$ cat src/rtl/fetch_stage.sv
// Instruction-fetch stage: PC register, fetch-address check and IF/ID register.
// Also keeps a free-running count of instructions accepted into IF/ID.
module fetch_stage #(
  parameter logic [31:0] PC_RESET = 32'h0000_3000,
  parameter logic [31:0] IM_BASE  = 32'h0000_3000,
  parameter int          IM_WORDS = 4096
) (
  input  logic        clk,
  input  logic        reset,
  input  logic        stall,
  input  logic        flush,
  input  logic [31:0] next_PC,
  input  logic [31:0] F_instr,
  output logic [31:0] F_PC,
  output logic [31:0] D_PC,
  output logic [31:0] D_instr,
  output logic [31:0] D_PC8,
  output logic        D_valid,
  output logic        D_fault,
  output logic [31:0] fetch_count
);

  typedef struct packed {
    logic [31:0] pc;
    logic [31:0] instr;
    logic        valid;
    logic        fault;
  } if_id_t;

  localparam if_id_t BUBBLE = '{
    pc: 32'd0, instr: 32'd0, valid: 1'b0, fault: 1'b0
  };

  // 33-bit bound so a region ending at 4 GiB cannot wrap to zero
  localparam logic [32:0] IM_END =
    {1'b0, IM_BASE} + (33'(IM_WORDS) << 2);

  logic [31:0] pc;
  if_id_t      d;
  logic        addr_bad;
  logic [31:0] fetched;
  if_id_t      d_fetch;

  assign addr_bad = (pc[1:0] != 2'b00)
                  | (pc < IM_BASE)
                  | ({1'b0, pc} >= IM_END);

  assign fetched = addr_bad ? 32'h0000_0000 : F_instr;

  always_comb begin
    d_fetch       = BUBBLE;
    d_fetch.pc    = pc;
    d_fetch.instr = fetched;
    d_fetch.valid = 1'b1;
    d_fetch.fault = addr_bad;
  end

  always_ff @(posedge clk) begin
    if (reset) begin
      pc          <= PC_RESET;
      d           <= BUBBLE;
      fetch_count <= 32'd0;
    end else begin
      unique case (1'b1)
        stall && flush: begin
          d <= BUBBLE;
        end
        stall && !flush: ;
        flush && !stall: begin
          pc <= next_PC;
          d  <= BUBBLE;
        end
        default: begin
          pc          <= next_PC;
          d           <= d_fetch;
          fetch_count <= fetch_count + 32'd1;
        end
      endcase
    end
  end

  assign F_PC    = pc;
  assign D_PC    = d.pc;
  assign D_instr = d.instr;
  assign D_valid = d.valid;
  assign D_fault = d.fault;
  assign D_PC8   = d.pc + 32'd8;

endmodule

$ cat config.mk
export PLATFORM = sky130hd
export DESIGN_NAME = fetch_stage
export DESIGN_NICKNAME = d
export VERILOG_FILES = /design/src/rtl/fetch_stage.sv
export SDC_FILE = /design/constraint.sdc
export NUM_CORES = 1
export LEC_CHECK = 0
export ABC_CLOCK_PERIOD_IN_PS = 4400
export BUFFER_PORTS_ARGS = -buffer_cell sky130_fd_sc_hd__buf_4
export CORE_UTILIZATION = 52
export CTS_CLUSTER_SIZE = 14
export DETAILED_ROUTE_END_ITERATION = 10
export PLACE_DENSITY = 0.9
export SLEW_MARGIN = 15
export SYNTH_ARGS = -nofsm -noshare
export SYNTH_HDL_FRONTEND = slang
export SYNTH_SLANG_ARGS = --single-unit
$ cat constraint.sdc
create_clock -name clk -period 4.4 [get_ports clk]
set_input_delay 0.22 -clock clk [delete_from_list [all_inputs] [get_ports clk]]
set_output_delay 0.22 -clock clk [all_outputs]
set_load 0.02 [all_outputs]
# Yosys cells after proc, flatten, opt, wreduce, memory -nomap -nowiden
# Index checks and enable logic that the tools add are counted.
word_totals:
  in_bits: 68
  reg_bits: 130
  output_inout_bits: 162
  wordCells: 23
op_classes:
  magnitude_cmp: 2
  n_addsub: 2
  muxes: 2
  n_reduce_logical: 9
  bitwise: 2
ops:
  columns: ["operator", "count"]
  rows:
  - ["case mux 66 bit (2 select lines)", 1]
  - ["adder 32 x 1 -> 32 bit, second input constant", 1]
  - ["adder 32 x 4 -> 32 bit, second input constant", 1]
  - ["greater-or-equal comparator 32 x 15 -> 1 bit, second input constant", 1]
  - ["< comparator 32 x 14 -> 1 bit, second input constant", 1]
  - ["two-way mux 32 bit", 1]
  - ["OR reduction 2 bit", 2]
  - ["logical AND 1 bit", 3]
  - ["OR reduction 3 bit", 1]
  - ["zero test 1 bit", 2]
  - ["bitwise OR 1 bit", 2]
  - ["nonzero test 2 bit", 1]

# Logic depth before layout (Yosys ltp)
depth:
  ltp_word: 5
  mapped_depth: 6
  mapped_depth_nobuf: 5

# Worst setup path before layout
# OpenSTA, ideal clock, no wires.
synth_path:
  path_kind: "register to output"
  startpoint: "register d (netlist bit D_PC[13])"
  endpoint: "output port D_PC8[28]"
  arrival_time_ps: 1902
  required_ps: 4180
  n_path_buf: 0
  slack_ps: 2278
  path_stages_with_launch: 5
  cell_sequence: "dfxtp_1 > nand4_1 > nor4_2 > nand4_1 > xnor2_1"
synth_via:
  elab_chain_len: 1
synth_rtl:
  columns: ["element", "line_no", "rtl"]
  rows:
  - ["start: declaration", "39", "if_id_t d;"]
  - ["start signal: assignment", "75", "d <= d_fetch;"]
  - ["adder 32 x 4 -> 32 bit", "87", "assign D_PC8 = d.pc + 32'd8;"]
  - ["end: declaration", "17", "output logic [31:0] D_PC8,"]
# No other way between the ends.

# Worst setup path after layout
layout_path:
  startpoint: "register d (netlist bit D_PC[13])"
  endpoint: "output port D_PC8[31]"
# The elaborated chain is that of the path after synthesis.

==> results.txt <==
On the worst path, the slowest cell contributes a delay of 0.76 ns. The tools report the achievable clock frequency as 0.3296 GHz. The number of hold violations in the final report was 0; the part of the cycle the worst path needs was 68.95%.

The run gives 17 as the total CTS buffers. The initialized floorplan defines 38 standard-cell rows. For the worst setup path, the data arrival time is 2.81 ns. The worst setup path is launched from a flop. The count of yosys warnings during synthesis came out at 0. The maximum fanout along the worst path was 9; the remaining global-route overflow was 0. For the cell leakage power, the log shows 3.771 nW. The run gives 5291 as the number of global-route vias before repair. For the net total in the final layout, the log shows 967.

Dividing the detail-routed via count by the number of cells gives 5.427. The area growth from synthesis to layout is 45.22%. The tools report the startpoint of the worst-slack reg-to-reg timing path as fetch_count[0].

For the finished layout, the period the worst path requires is 3.034 ns. After detailed routing, the number of remaining DRC violations is 0. The worst-case IR drop observed on VDD is 302.6 µV. For the pin with the worst max-slew slack, the measured transition is 1.078 ns. In this run, the number of DRC markers left after iteration 0 of detailed routing was 368. The floorplan die height was 107.3 µm. In this run the power density over the cells is 349.9 mW/mm². The I/O pin count came out at 230. The critical path in this run is classified as flop to output port. Gate count after technology mapping: 661. The run gives 0 as the number of antenna-violating nets in the routed design.

The clock drives 130 sinks. The largest individual stage delay along the critical path comes from the cell nor4_2. The most repeated library cell on the critical path is nand4_1. The number of flops mapped to enable cells by yosys is 0. Measured against its own limit, the worst slew margin works out to 28.14%. Global routing used 29.22% of the available tracks across all layers.

The setup TNS came out at 0 ns. The flow ran to the end, and the final reports show no timing, DRC or antenna violations. Total of flip-flops plus latches after synthesis: 130.

The tools report the kind of end point of the critical path as an output port. Walking the worst path, the cells encountered are nand4_1 -> nor4_2 -> nand4_1 -> xnor2_1 -> buf_4. In the final layout, the share of cells above drive strength 1 is 30.69%. The cell taking the most area after synthesis is dfxtp_1. The depth of the worst register-to-register path works out to 5. The tree is rooted in a clkbuf_8. In the final routed layout, each cell accounts on average for 16.09 µm.

The tools report the final number of max-transition violations as 0. The worst register-to-register path has a setup slack of 1.97 ns. Of all flip-flops after synthesis, the portion carrying an async set or reset was 0%. The repair_antennas step left the layout with diodes totalling 0. Summed over all nets, the half-perimeter wirelength after detailed placement is 11.06 mm. The synthesized netlist contains 37 unique library cells. For this configuration, the core starts out at a cell density of 53.20%. The number of H-tree levels is 4.

The number of antenna violations at the first check in global routing was 0. The first global-routing pass estimated 26.42 mm of wire. The clock reaches the later pin of the worst-skew pair after 0.50 ns. The width of the die is 107.3 µm, and the mean area per synthesized cell is 8.724 µm². For the area of the core, the log shows 0.01084 mm².

Last element of the critical path: D_PC8[31]. The endpoint identified for the worst register-to-register timing path is fetch_count[26]. Tracing the worst setup path back leads to its startpoint at D_PC[13].

The die covers 0.01152 mm². The critical path data required time is 4.18 ns. By area the synthesized netlist is led by dfxtp_1, mux2i_1, nor2_1.

The maximum number of buffers from clock root to sink was 2. At the end of routability-driven placement, the weighted congestion stood at 0.8618. Gates resized during post-CTS repair numbered 0.

At the end of the flow the core is filled with cells to 77.25%. In this run the tool buffered the top-level ports with 229 buffer cells. The clock arrives with 0.01395 ns of skew. The routed design has 16.88 mm of wire. Setup violations remaining at the end of the flow were counted as 0. Kind of path behind the tightest hold check: input port to flop. Total via count after detailed routing: 5693. Most common cell in the netlist: dfxtp_1. Entering global routing, the biggest net connects 89 pins. The cell area after synthesis was 0.005767 mm²; the clock slew seen by the registers of the worst setup and hold paths was 0.06 ns. The tool flagged a number of max-cap violations equal to 0. TritonCTS built the clock tree. When the netlist entered floorplanning its net count stood at 731.

The first-pass detailed-route iteration total was 6; the post-CTS setup buffer count was 0. For this run, the register share of the synthesized area comes to 45.13%. Setup repair after global routing left no endpoint under its margin.

The most used flip-flop cell after synthesis is dfxtp_1. By count the netlist is led by dfxtp_1, nor2_1, mux2i_1. The area fraction of the dominant cell type after synthesis came out at 45.13%.
## timing repair
action | 4_1_cts | 5_1_grt
hold buffers | 30 | 0
setup endpoints to repair | 0 | 0
endpoints found under the hold margin | 30 | 0
## placed cells by master (no fill, tap or decap), types with 5 or more instances in the layout
| master | n |
|---|---|
| dlygate4sd3_1 | 30 |
| nand4_1 | 16 |
| xnor2_1 | 26 |
| clkbuf_16 | 16 |
| or4_1 | 32 |
| mux2i_1 | 62 |
| inv_1 | 39 |
| dfxtp_1 | 130 |
| a21oi_1 | 45 |
| nor3_1 | 15 |
| nand2_1 | 49 |
| o21ai_0 | 12 |
| and4_1 | 7 |
| or3_1 | 11 |
| xor2_1 | 12 |
| nor4_1 | 6 |
| nor2_1 | 89 |
| mux2_2 | 9 |
| nor2b_1 | 11 |
| buf_4 | 232 |
| clkinv_4 | 5 |
| and3_1 | 8 |
| nand3_1 | 21 |
## state kept, by name (all words and copies together), names as in the netlist
name and flops:
D_PC 32, D_instr 32, F_PC 32, fetch_count 32, D_fault 1, D_valid 1
## worst max-delay path: cells and delay by family (launching register included)
kind / cells / cell delay [ns]
xor gates and xnor gates: 1 / 0.30
and+or+nand+nor: 3 / 1.34
DFF: 1 / 0.48
buffers and inverters: 1 / 0.19
## report_power, final
part	switching (mW)	internal, mW	total (mW)
Clock	0.533	0.870	1.40
Combinational	0.154	0.137	0.291
Sequential	0.0324	1.20	1.24
Total	0.719	2.21	2.93
## worst min-delay path by stage
stage	startpoint	end	slack (ns)	depth (start not counted)
after floorplan	next_PC[0]	F_PC[0]	0.36	2
after global placement	D_valid	D_valid	0.44	2
after detailed placement	D_instr[17]	D_instr[17]	0.44	2
after CTS	next_PC[12]	F_PC[12]	0.02	3
after global routing	next_PC[13]	F_PC[13]	0.04	3
final	next_PC[12]	F_PC[12]	0.05	3
## layer usage
layer	global-route usage (%)	up-vias	wire length [µm]
li1	-	2735	-
met1	34.33	2668	6715
met2	50.78	245	8593
met3	6.235	45	1038
met4	13.60	0	528
met5	0	-	0
## kinds of logic (layout without fill, tap and decap cells)
kind of cell,after synthesis,count (layout),share of synthesized area [%]
adder cells (fa/ha/maj),2,2,0.4339
XOR/XNOR,38,38,5.771
flip-flops,130,130,45.13
buffers and inverters,84,332,6.053
multiplexers,71,71,12.52
AND/OR/NAND/NOR,275,275,24.58
AO/OA/AOI/OAI,61,61,5.511
## cell type report
type / instances / area (µm²)
Multi-Input combinational cell: 447 / 2815
Sequential cell: 130 / 2603
Fill cell: 753 / 2466
Inverter: 39 / 146.4
Timing Repair Buffer: 262 / 2042
Clock inverter: 14 / 178.9
Tap cell: 140 / 175.2
Clock buffer: 17 / 414.1
## stage by stage
| step | hold WS (ns) | total power, mW | cells | worst slack (ns) | area, µm² |
|---|---|---|---|---|---|
| floorplan | 0.3639 | 1.400 | 661 | 2.278 | 5767 |
| global placement | 0.4369 | 1.519 | 988 | 1.985 | 7481 |
| detailed placement | 0.4436 | 1.524 | 988 | 1.848 | 7481 |
| CTS | 0.02187 | 2.944 | 1049 | 1.614 | 8374 |
| global route | 0.04109 | 3.024 | 1049 | 1.244 | 8374 |
| finish | 0.04718 | 2.930 | 1049 | 1.366 | 8374 |
Power figures use the tool's default switching activity.
